**config.mk**
```make
export PLATFORM = sky130hd
export DESIGN_NAME = regfile_sb_flat
export DESIGN_NICKNAME = d
export VERILOG_FILES = /design/src/rtl/rv_defs_pkg.sv /design/src/rtl/regfile_sb_if.sv /design/src/rtl/regfile_dbg_dump.sv /design/src/rtl/regfile_sb.sv /design/src/flat_wrapper.sv
export SDC_FILE = /design/constraint.sdc
export NUM_CORES = 2
export LEC_CHECK = 0
export CORE_MARGIN = 2
export CORE_UTILIZATION = 41
export DETAILED_ROUTE_END_ITERATION = 10
export HOLD_SLACK_MARGIN = 0.05
export MAX_ROUTING_LAYER = met4
export PLACE_DENSITY = 0.7
export SLEW_MARGIN = 25
export SYNTH_ARGS = -nofsm -noshare
export SYNTH_HDL_FRONTEND = slang
export SYNTH_HIERARCHICAL = 1
export SYNTH_SLANG_ARGS = --single-unit
```
**constraint.sdc**
```tcl
create_clock -name clk -period 15.33 [get_ports clk]
set_input_delay 1.533 -clock clk [delete_from_list [all_inputs] [get_ports clk]]
set_output_delay 1.533 -clock clk [all_outputs]
set_load 0.1 [all_outputs]
```
**src/rtl/rv_defs_pkg.sv**
```systemverilog
// ---------------------------------------------------------------------------
// rv_defs: shared constants for the RV32E register file slice.
//   XLEN         register width in bits
//   NREGS_RV32E  architectural register count
//   dbg_state_e  debug dump FSM state encoding (IDLE=0, DUMP=1)
// ---------------------------------------------------------------------------
package rv_defs;

   localparam int XLEN        = 32;
   localparam int NREGS_RV32E = 16;

   typedef enum logic {
      DBG_IDLE = 1'b0,
      DBG_DUMP = 1'b1
   } dbg_state_e;

endpackage : rv_defs

```
**src/rtl/regfile_sb_if.sv**
```systemverilog
// ---------------------------------------------------------------------------
// regfile_sb_if: bundle of all register file signals except clk/rst.
//   write port   : wr_en, wr_addr, wr_data
//   read ports   : rd_addr (packed, AW per port), rd_data, rd_busy
//   scoreboard   : sb_set, sb_addr
//   debug dump   : dbg_req, dbg_ready, dbg_busy, dbg_valid, dbg_idx, dbg_data
// The slave modport is the register file side; master is the core/debug side.
// ---------------------------------------------------------------------------
interface regfile_sb_if #(
   parameter int XLEN  = rv_defs::XLEN,
   parameter int NREGS = rv_defs::NREGS_RV32E,
   parameter int NRD   = 2
);
   localparam int AW = $clog2(NREGS);

   logic                 wr_en;
   logic [AW-1:0]        wr_addr;
   logic [XLEN-1:0]      wr_data;
   logic [NRD*AW-1:0]    rd_addr;
   logic [NRD*XLEN-1:0]  rd_data;
   logic [NRD-1:0]       rd_busy;
   logic                 sb_set;
   logic [AW-1:0]        sb_addr;
   logic                 dbg_req;
   logic                 dbg_busy;
   logic                 dbg_valid;
   logic                 dbg_ready;
   logic [AW-1:0]        dbg_idx;
   logic [XLEN-1:0]      dbg_data;

   modport slave (
      input  wr_en, wr_addr, wr_data, rd_addr, sb_set, sb_addr, dbg_req, dbg_ready,
      output rd_data, rd_busy, dbg_busy, dbg_valid, dbg_idx, dbg_data
   );

   modport master (
      output wr_en, wr_addr, wr_data, rd_addr, sb_set, sb_addr, dbg_req, dbg_ready,
      input  rd_data, rd_busy, dbg_busy, dbg_valid, dbg_idx, dbg_data
   );

endinterface : regfile_sb_if

```
**src/rtl/regfile_dbg_dump.sv**
```systemverilog
// ---------------------------------------------------------------------------
// regfile_dbg_dump: streams every register out in index order over a
// valid/ready port.
//   clk, rst             clock, async active-high reset
//   dbg_req              start request, only honoured in IDLE
//   dbg_ready            consumer accepts the current beat
//   dbg_valid/dbg_busy   beat valid (identical signals)
//   dbg_idx/dbg_data     registered index and value of the current beat
//   cap_idx/cap_val      array peek: index to capture this cycle and its value
//                        (the parent folds in a same-cycle write)
// ---------------------------------------------------------------------------
module regfile_dbg_dump #(
   parameter int XLEN  = rv_defs::XLEN,
   parameter int NREGS = rv_defs::NREGS_RV32E,
   parameter int AW    = $clog2(NREGS)
) (
   input  logic            clk,
   input  logic            rst,
   input  logic            dbg_req,
   input  logic            dbg_ready,
   output logic            dbg_valid,
   output logic            dbg_busy,
   output logic [AW-1:0]   dbg_idx,
   output logic [XLEN-1:0] dbg_data,
   output logic [AW-1:0]   cap_idx,
   input  logic [XLEN-1:0] cap_val
);
   import rv_defs::*;

   dbg_state_e state, state_next;
   logic       capture;

   // NOTE: non-blocking assignments in clocked blocks so every register
   // samples pre-edge values, independent of block ordering.
   always_ff @(posedge clk or posedge rst) begin
      if (rst) state <= DBG_IDLE;
      else     state <= state_next;
   end

   // NOTE: every output of this block gets a default first, so no path
   // leaves a signal unassigned and no latch is inferred.
   always_comb begin
      state_next = state;
      capture    = 1'b0;
      cap_idx    = '0;
      case (state)
         DBG_IDLE: begin
            if (dbg_req) begin
               state_next = DBG_DUMP;
               capture    = 1'b1;
            end
         end
         DBG_DUMP: begin
            if (dbg_ready) begin
               if (dbg_idx == AW'(NREGS - 1)) begin
                  state_next = DBG_IDLE;
               end else begin
                  capture = 1'b1;
                  cap_idx = dbg_idx + AW'(1);
               end
            end
         end
         default: state_next = DBG_IDLE;
      endcase
   end

   // Beat index and data only move on a capture, so they hold while stalled
   // even if the source register is rewritten.
   always_ff @(posedge clk or posedge rst) begin
      if (rst) begin
         dbg_idx  <= '0;
         dbg_data <= '0;
      end else if (capture) begin
         dbg_idx  <= cap_idx;
         dbg_data <= cap_val;
      end
   end

   assign dbg_valid = (state == DBG_DUMP);
   assign dbg_busy  = dbg_valid;

endmodule : regfile_dbg_dump

```
**src/rtl/regfile_sb.sv**
```systemverilog
// ---------------------------------------------------------------------------
// regfile_sb: parametrised register file with load-pending scoreboard,
// optional write-to-read bypass and a debug dump port.
//   clk, rst   clock, async active-high reset
//   bus        regfile_sb_if.slave: write port, NRD read ports with busy
//              flags, scoreboard set port and the debug dump stream
// Register 0 is hardwired to zero and can never be marked busy.
// ---------------------------------------------------------------------------
module regfile_sb #(
   parameter int XLEN   = rv_defs::XLEN,
   parameter int NREGS  = rv_defs::NREGS_RV32E,
   parameter int NRD    = 2,
   parameter int BYPASS = 1
) (
   input  logic         clk,
   input  logic         rst,
   regfile_sb_if.slave  bus
);
   localparam int AW = $clog2(NREGS);

   logic [XLEN-1:0]  regs [NREGS];
   logic [NREGS-1:0] busy, busy_next;
   logic             wr_live;
   logic [AW-1:0]    cap_idx;
   logic [XLEN-1:0]  cap_val;

   // Writes to x0 are dropped everywhere: storage, busy clear and bypass.
   assign wr_live = bus.wr_en && (bus.wr_addr != '0);

   // Set is applied after clear, so a load issued in the same cycle as a
   // writeback to that register leaves it pending.
   always_comb begin
      busy_next = busy;
      if (wr_live) busy_next[bus.wr_addr] = 1'b0;
      if (bus.sb_set && (bus.sb_addr != '0)) busy_next[bus.sb_addr] = 1'b1;
   end

   // NOTE: the array is reset because every register must read zero after
   // reset; that costs a reset net per flop, so it is not a free choice.
   always_ff @(posedge clk or posedge rst) begin
      if (rst) begin
         for (int i = 0; i < NREGS; i++) regs[i] <= '0;
         busy <= '0;
      end else begin
         if (wr_live) regs[bus.wr_addr] <= bus.wr_data;
         busy <= busy_next;
      end
   end

   for (genvar k = 0; k < NRD; k++) begin : g_rd
      logic [AW-1:0] addr;
      logic          hit;
      assign addr = bus.rd_addr[k*AW +: AW];
      assign hit  = (BYPASS != 0) && wr_live && (bus.wr_addr == addr);
      assign bus.rd_data[k*XLEN +: XLEN] = hit ? bus.wr_data : regs[addr];
      assign bus.rd_busy[k]              = hit ? 1'b0 : busy[addr];
   end

   // Dump captures always see a same-cycle write, whatever BYPASS is.
   assign cap_val = (wr_live && (bus.wr_addr == cap_idx)) ? bus.wr_data : regs[cap_idx];

   regfile_dbg_dump #(
      .XLEN  (XLEN),
      .NREGS (NREGS),
      .AW    (AW)
   ) u_dump (
      .clk       (clk),
      .rst       (rst),
      .dbg_req   (bus.dbg_req),
      .dbg_ready (bus.dbg_ready),
      .dbg_valid (bus.dbg_valid),
      .dbg_busy  (bus.dbg_busy),
      .dbg_idx   (bus.dbg_idx),
      .dbg_data  (bus.dbg_data),
      .cap_idx   (cap_idx),
      .cap_val   (cap_val)
   );

endmodule : regfile_sb

```
**src/flat_wrapper.sv**
```systemverilog
// flat-port wrapper written by rule: the top's interface ports become plain ports
module regfile_sb_flat 
#(
   parameter int XLEN   = rv_defs::XLEN,
   parameter int NREGS  = rv_defs::NREGS_RV32E,
   parameter int NRD    = 2,
   parameter int BYPASS = 1
)
  (clk, rst, bus_wr_en, bus_wr_addr, bus_wr_data, bus_rd_addr, bus_sb_set, bus_sb_addr, bus_dbg_req, bus_dbg_ready, bus_rd_data, bus_rd_busy, bus_dbg_busy, bus_dbg_valid, bus_dbg_idx, bus_dbg_data);
  regfile_sb_if #(.XLEN(XLEN), .NREGS(NREGS), .NRD(NRD)) bus_i ();
  input  logic clk;
  input  logic rst;
  input wire logic [$bits(bus_i.wr_en)-1:0] bus_wr_en;
  input wire logic [$bits(bus_i.wr_addr)-1:0] bus_wr_addr;
  input wire logic [$bits(bus_i.wr_data)-1:0] bus_wr_data;
  input wire logic [$bits(bus_i.rd_addr)-1:0] bus_rd_addr;
  input wire logic [$bits(bus_i.sb_set)-1:0] bus_sb_set;
  input wire logic [$bits(bus_i.sb_addr)-1:0] bus_sb_addr;
  input wire logic [$bits(bus_i.dbg_req)-1:0] bus_dbg_req;
  input wire logic [$bits(bus_i.dbg_ready)-1:0] bus_dbg_ready;
  output wire logic [$bits(bus_i.rd_data)-1:0] bus_rd_data;
  output wire logic [$bits(bus_i.rd_busy)-1:0] bus_rd_busy;
  output wire logic [$bits(bus_i.dbg_busy)-1:0] bus_dbg_busy;
  output wire logic [$bits(bus_i.dbg_valid)-1:0] bus_dbg_valid;
  output wire logic [$bits(bus_i.dbg_idx)-1:0] bus_dbg_idx;
  output wire logic [$bits(bus_i.dbg_data)-1:0] bus_dbg_data;
  assign bus_i.wr_en = bus_wr_en;
  assign bus_i.wr_addr = bus_wr_addr;
  assign bus_i.wr_data = bus_wr_data;
  assign bus_i.rd_addr = bus_rd_addr;
  assign bus_i.sb_set = bus_sb_set;
  assign bus_i.sb_addr = bus_sb_addr;
  assign bus_i.dbg_req = bus_dbg_req;
  assign bus_i.dbg_ready = bus_dbg_ready;
  assign bus_rd_data = bus_i.rd_data;
  assign bus_rd_busy = bus_i.rd_busy;
  assign bus_dbg_busy = bus_i.dbg_busy;
  assign bus_dbg_valid = bus_i.dbg_valid;
  assign bus_dbg_idx = bus_i.dbg_idx;
  assign bus_dbg_data = bus_i.dbg_data;
  regfile_sb #(.XLEN(XLEN), .NREGS(NREGS), .NRD(NRD), .BYPASS(BYPASS)) u_core (.clk(clk), .rst(rst), .bus(bus_i));
endmodule
```
After elaboration in Yosys (flattened, before gate mapping). Index checks and enable logic that the tools add are counted.

Logic and storage cells: 90. Flip-flop bits (word level): 565. Input port bits: 54. Output and inout bits: 104.

$add $sub $neg: 1. Equality and inequality tests: 4. Bitwise gates (word level): 8. Muxes and demuxes: 36. Reductions and logical operators: 10. Order comparisons: 11.

Operator list (count): bitwise mux 512 bit (1); binary-select mux 32 bit (select 4 bit) (3); 2-to-1 mux 32 bit (10); demux 32 bit (select 4 bit) (1); 2-to-1 mux 16 bit (2); >= comparator 5 bit (second input constant) (4); less-than comparator 4 x 5 -> 1 bit (second input constant) (4); NOT 4 -> 5 bit (4); bitwise AND 16 bit (1); NOT 16 bit (1); bitwise OR 16 bit (1); equality test 4 bit (3); 2-to-1 mux 4 bit (3); 2-to-1 mux 1 bit (10); binary-select mux 1 bit (select 4 bit) (2); demux 1 bit (select 4 bit) (2); >= comparator 4 x 1 -> 1 bit (second input constant) (2); logical AND 1 bit (8); nonzero test 4 bit (2); less-than comparator 5 x 1 -> 1 bit (second input constant) (1); adder 4 x 1 -> 4 bit (second input constant) (1); equality test 4 bit (second input constant) (1); case mux 1 bit (2 select lines) (2); NOT 1 bit (1).

Logic depth before layout (Yosys ltp).
Word-level depth: 9. Gate-level depth with buffers: 11. Mapped depth without buffers: 9.

By module. The synthesis kept the hierarchy.

By module, submodules not included: regfile_sb (seq. area each 13212.7 µm², times used 1, area each 32230.9 µm², cells each 2136); regfile_dbg_dump (seq. area each 925.9 µm², times used 1, area each 1506.4 µm², cells each 100).

Worst setup path before layout. No wires, ideal clock.

Path type: input -> output. Start point: input port bus_wr_addr[0]. End point: output port bus_rd_busy[0]. Data arrival time: 3839 ps. Stages on the path: 5. Path buffers: 2. Slack: 9958 ps. Data required time: 13797 ps. Cell sequence: buf_2 o41ai_2 nor2_2 buf_2 nor2b_1.

Word-level cells in the longest chain between the ends: 4. Elaborated cells between the ends (all ways): 5. Those cells by class: eq/ne: 1; mux: 1; reduce/logical: 3.

Ends and longest elaborated chain: from (decl) (RTL line flat_wrapper.sv:14) `input wire logic [$bits(bus_i.wr_addr)-1:0] bus_wr_addr;`; nonzero test 4 bit (RTL line regfile_sb.sv:28) `assign wr_live = bus.wr_en && (bus.wr_addr != '0);`; logical AND 1 bit (RTL line regfile_sb.sv:28); logical AND 1 bit (*) (RTL line regfile_sb.sv:54) `assign hit = (BYPASS != 0) && wr_live && (bus.wr_addr == addr);`; 2-to-1 mux 1 bit (*) (RTL line regfile_sb.sv:56) `assign bus.rd_busy[k] = hit ? 1'b0 : busy[addr];`; to (decl) (RTL line flat_wrapper.sv:22) `output wire logic [$bits(bus_i.rd_busy)-1:0] bus_rd_busy;`.

Mark *: on every way between the ends. The rest lies on a longest branch, timed or not.

Worst setup path after layout.
Start point: input port bus_rd_addr[0]. End point: output port bus_rd_data[25].

Word-level cells in the longest chain between the ends: 5. Elaborated cells between the ends (all ways): 7. Those cells by class: eq/ne: 1; mux: 4; bitwise: 1; reduce/logical: 1.

Ends and longest elaborated chain: from (decl) (RTL line flat_wrapper.sv:16) `input wire logic [$bits(bus_i.rd_addr)-1:0] bus_rd_addr;`; NOT 4 -> 5 bit (not written as such) (RTL line regfile_sb.sv:55) `assign bus.rd_data[k*XLEN +: XLEN] = hit ? bus.wr_data : regs[addr];`; binary-select mux 32 bit (select 4 bit) (RTL line regfile_sb.sv:55); 2-to-1 mux 32 bit (not written as such) (2 in a row) (RTL line regfile_sb.sv:55); 2-to-1 mux 32 bit (*) (RTL line regfile_sb.sv:55); to (decl) (RTL line flat_wrapper.sv:21) `output wire logic [$bits(bus_i.rd_data)-1:0] bus_rd_data;`.

Mark *: on every way between the ends. The rest lies on a longest branch, timed or not. The select of a mux whose other input is x is not followed.

==> impl_metrics.env <==
export IMPL_ir_drop_v=0.0001275
export IMPL_clk_pin_slew_ns=0.06
export IMPL_slew_violations=0
export IMPL_syn_area_sq_um=33740
export IMPL_setup_viol=0
export IMPL_drt_antenna_violating_nets=0
export IMPL_ys_top_cells_by_area="dfrtp_1 (42%), mux4_2 (26%), mux2_2 (15%)"
export IMPL_clkSinkCount=565
export IMPL_clk_insertion_delay_late_ns=0.62
export IMPL_post_dp_hpwl_um=57390
export IMPL_dpl_cell_count=3251
export IMPL_cp_end_kind="primary output"
export IMPL_vias=22300
export IMPL_viasPerCell=6.626
export IMPL_coreArea_sq_um=81720
export IMPL_ys_types=39
export IMPL_cts_resized=0
export IMPL_clock_skew_final_ns=0.01362
export IMPL_slew_headroom_pct=30.12
export IMPL_min_period_ns=7.655
export IMPL_drt_first_pass_iters=5
export IMPL_ys_warn_count=6
export IMPL_grt_usage_pct=24.69
export IMPL_synthCells=2236
export IMPL_rows=105
export IMPL_htreeDepth=3
export IMPL_r2r_end="u_core/u_dump/dbg_data[2]"
export IMPL_cts_hold_buf=0
export IMPL_cp_data_required_time_ns=13.80
export IMPL_r2r_cells=10
export IMPL_wire_per_inst_um=30.08
export IMPL_grt_pass1_wl_um=152800
export IMPL_synth_area_leader_cell="dfrtp_1"
export IMPL_syn_nets=2291
export IMPL_cts_tree="yes"
export IMPL_setup_tns_final_ns=0
export IMPL_powerDensity_nw_per_um2=169.0
export IMPL_route_detailed_drc=0
export IMPL_initial_core_util_pct=41.29
export IMPL_synth_top_area_share_pct=41.91
export IMPL_crit_start="bus_rd_addr[0]"
export IMPL_io_pins=158
export IMPL_rsz0062_at_grt="no"
export IMPL_layout_drive_gt1_share_pct=45.97
export IMPL_post_cts_buffers=0
export IMPL_fillers=7062
export IMPL_grt_max_degree=108
export IMPL_place_congestion=0.8397
export IMPL_power_mw=6.446
export IMPL_grt_pass1_vias=23710
export IMPL_synth_seq_cells=565
export IMPL_reg2reg_slack_ns=10.73
export IMPL_io_buffers=157
export IMPL_die_area_sq_um=84600
export IMPL_crit_type="primary input to primary output"
export IMPL_cts_made_buffers=66
export IMPL_start_kind="primary input"
export IMPL_finalCritPeriodShare_pct=49.93
export IMPL_outcome="complete, no violations"
export IMPL_synth_avg_cell_area_sq_um=15.09
export IMPL_reg2reg_from="u_core/u_dump/dbg_idx[0]"
export IMPL_crit_end="bus_rd_data[25]"
export IMPL_maxCapViolations=0
export IMPL_synth_edf_count=0
export IMPL_cts_root_buf="clkbuf_16"
export IMPL_final_cells=3365
export IMPL_postSynth_asyncResetShare_pct=100.0
export IMPL_ys_seq_area_share_pct=41.91
export IMPL_arrival_ns=6.12
export IMPL_leakage_nw=15.16
export IMPL_max_freq_mhz=130.6
export IMPL_hp_class="register to register"
export IMPL_hold_viol_final=0
export IMPL_drt_initial_drc_count=2367
export IMPL_die_w_um=290.9
export IMPL_drt_total_wl_um=101200
export IMPL_grt_overflow=0
export IMPL_layout_nets=2304
export IMPL_cts_max_path_buffers=3
export IMPL_tightest_slew_ns=1.045
export IMPL_antenna_found_initial=3
export IMPL_die_h_um=290.9
export IMPL_ys_flop_type="dfrtp_1"
export IMPL_path_max_fanout=47
export IMPL_area_growth_pct=13.04
## layer usage
layer  vias to the layer above  track usage, %  wire length, um
met5                         -               -                0
met4                         0           10.70             4387
met3                       299           5.230             8799
met2                      1249           38.78            48750
met1                     11880           31.07            39270
li1                       8872               -                -
## Yosys cell counts (3+ instances only)
library cell,number
and2_1,3
nor2b_1,10
nand3b_1,4
mux4_2,396
buf_2,103
a32o_1,3
nand2b_1,4
nor2_1,17
dfrtp_1,565
clkbuf_1,126
inv_1,5
a22oi_1,188
buf_1,3
mux2_1,147
or3_1,3
nand2_1,103
nand4_1,3
buf_4,13
o21ai_0,18
xnor2_1,13
a21oi_1,3
mux2_2,462
buf_6,21
## worst max-delay path: stages
cell	delay (ns)
clkbuf_8	0.52
buf_4	0.85
buf_4	0.84
mux4_2	0.60
a22oi_1	0.21
nand2_1	0.18
mux2_2	0.32
clkdlybuf4s50_1	0.98
## worst min path at each step
stage,start,end,slack (ns),depth (start not counted)
finish,u_core/regs[503],u_core/regs[503],0.42,0
global route,u_core/busy[0],u_core/busy[0],0.42,0
CTS,u_core/busy[0],u_core/busy[0],0.41,0
detailed placement,u_core/busy[0],u_core/busy[0],0.40,0
global placement,u_core/regs[482],u_core/regs[482],0.39,0
floorplan,u_core/busy[0],u_core/busy[0],0.44,1
## state kept, by name, summed over array words and instances (netlist names)
register                count
u_core/u_dump/dbg_busy      1
u_core/busy                16
u_core/u_dump/dbg_idx       4
u_core/u_dump/dbg_data     32
u_core/regs               512
## through the flow
step           util, %  hold WS [ns]  setup slack (ns)  instance area [sq um]
3_5_place_dp     43.99        0.4004             7.559                  35950
4_1_cts          46.64        0.4131             7.565                  38110
3_3_place_gp     43.95        0.3926             7.628                  35910
2_1_floorplan        -        0.4413             6.621                  33740
6_report         46.67        0.4174             7.675                  38140
5_1_grt          46.67        0.4238             7.356                  38140
## cell usage in the layout, fill, tap and decap left out, types with 13 or more instances in the layout
cell / instances
xnor2_1: 13
mux4_2: 396
mux2_2: 462
buf_4: 46
dfrtp_1: 565
clkdlybuf4s50_1: 153
o21ai_0: 18
mux2_1: 147
a22oi_1: 188
nor2_4: 15
nand2_1: 103
clkbuf_16: 68
clkbuf_8: 14
## cell families (layout without fill, tap and decap cells)
group | count (synthesis) | in the layout | share of synthesized area (%)
flip-flops | 565 | 565 | 41.91
AO/OA/AOI/OAI | 221 | 221 | 4.851
multiplexers | 1005 | 1005 | 46.76
other | 0 | 2 | 0
XOR/XNOR | 13 | 13 | 0.3375
AND/OR/NAND/NOR | 160 | 160 | 2.095
adder cells (fa/ha/maj) | 1 | 1 | 0.03708
buffers and inverters | 271 | 328 | 4.009
## power by group
group          total [mW]  internal (mW)  switching, mW
logic                2.70           1.19           1.50
registers            2.16           1.84          0.320
clock network        1.59          0.939          0.649
## final cells by class
cell class	instances	area, sq um	share of cell area [%]
multi-input cells	1400	18430	48.32
flip-flops and latches	565	14140	37.07
repair buffers	211	2043	5.358
clock buffers	91	1908	5.003
well taps	1070	1339	3.511
clock inverters	21	252.7	0.6628
inverters	5	22.52	0.05906
diodes	2	5.005	0.01312
Power figures use the tool's default switching activity.
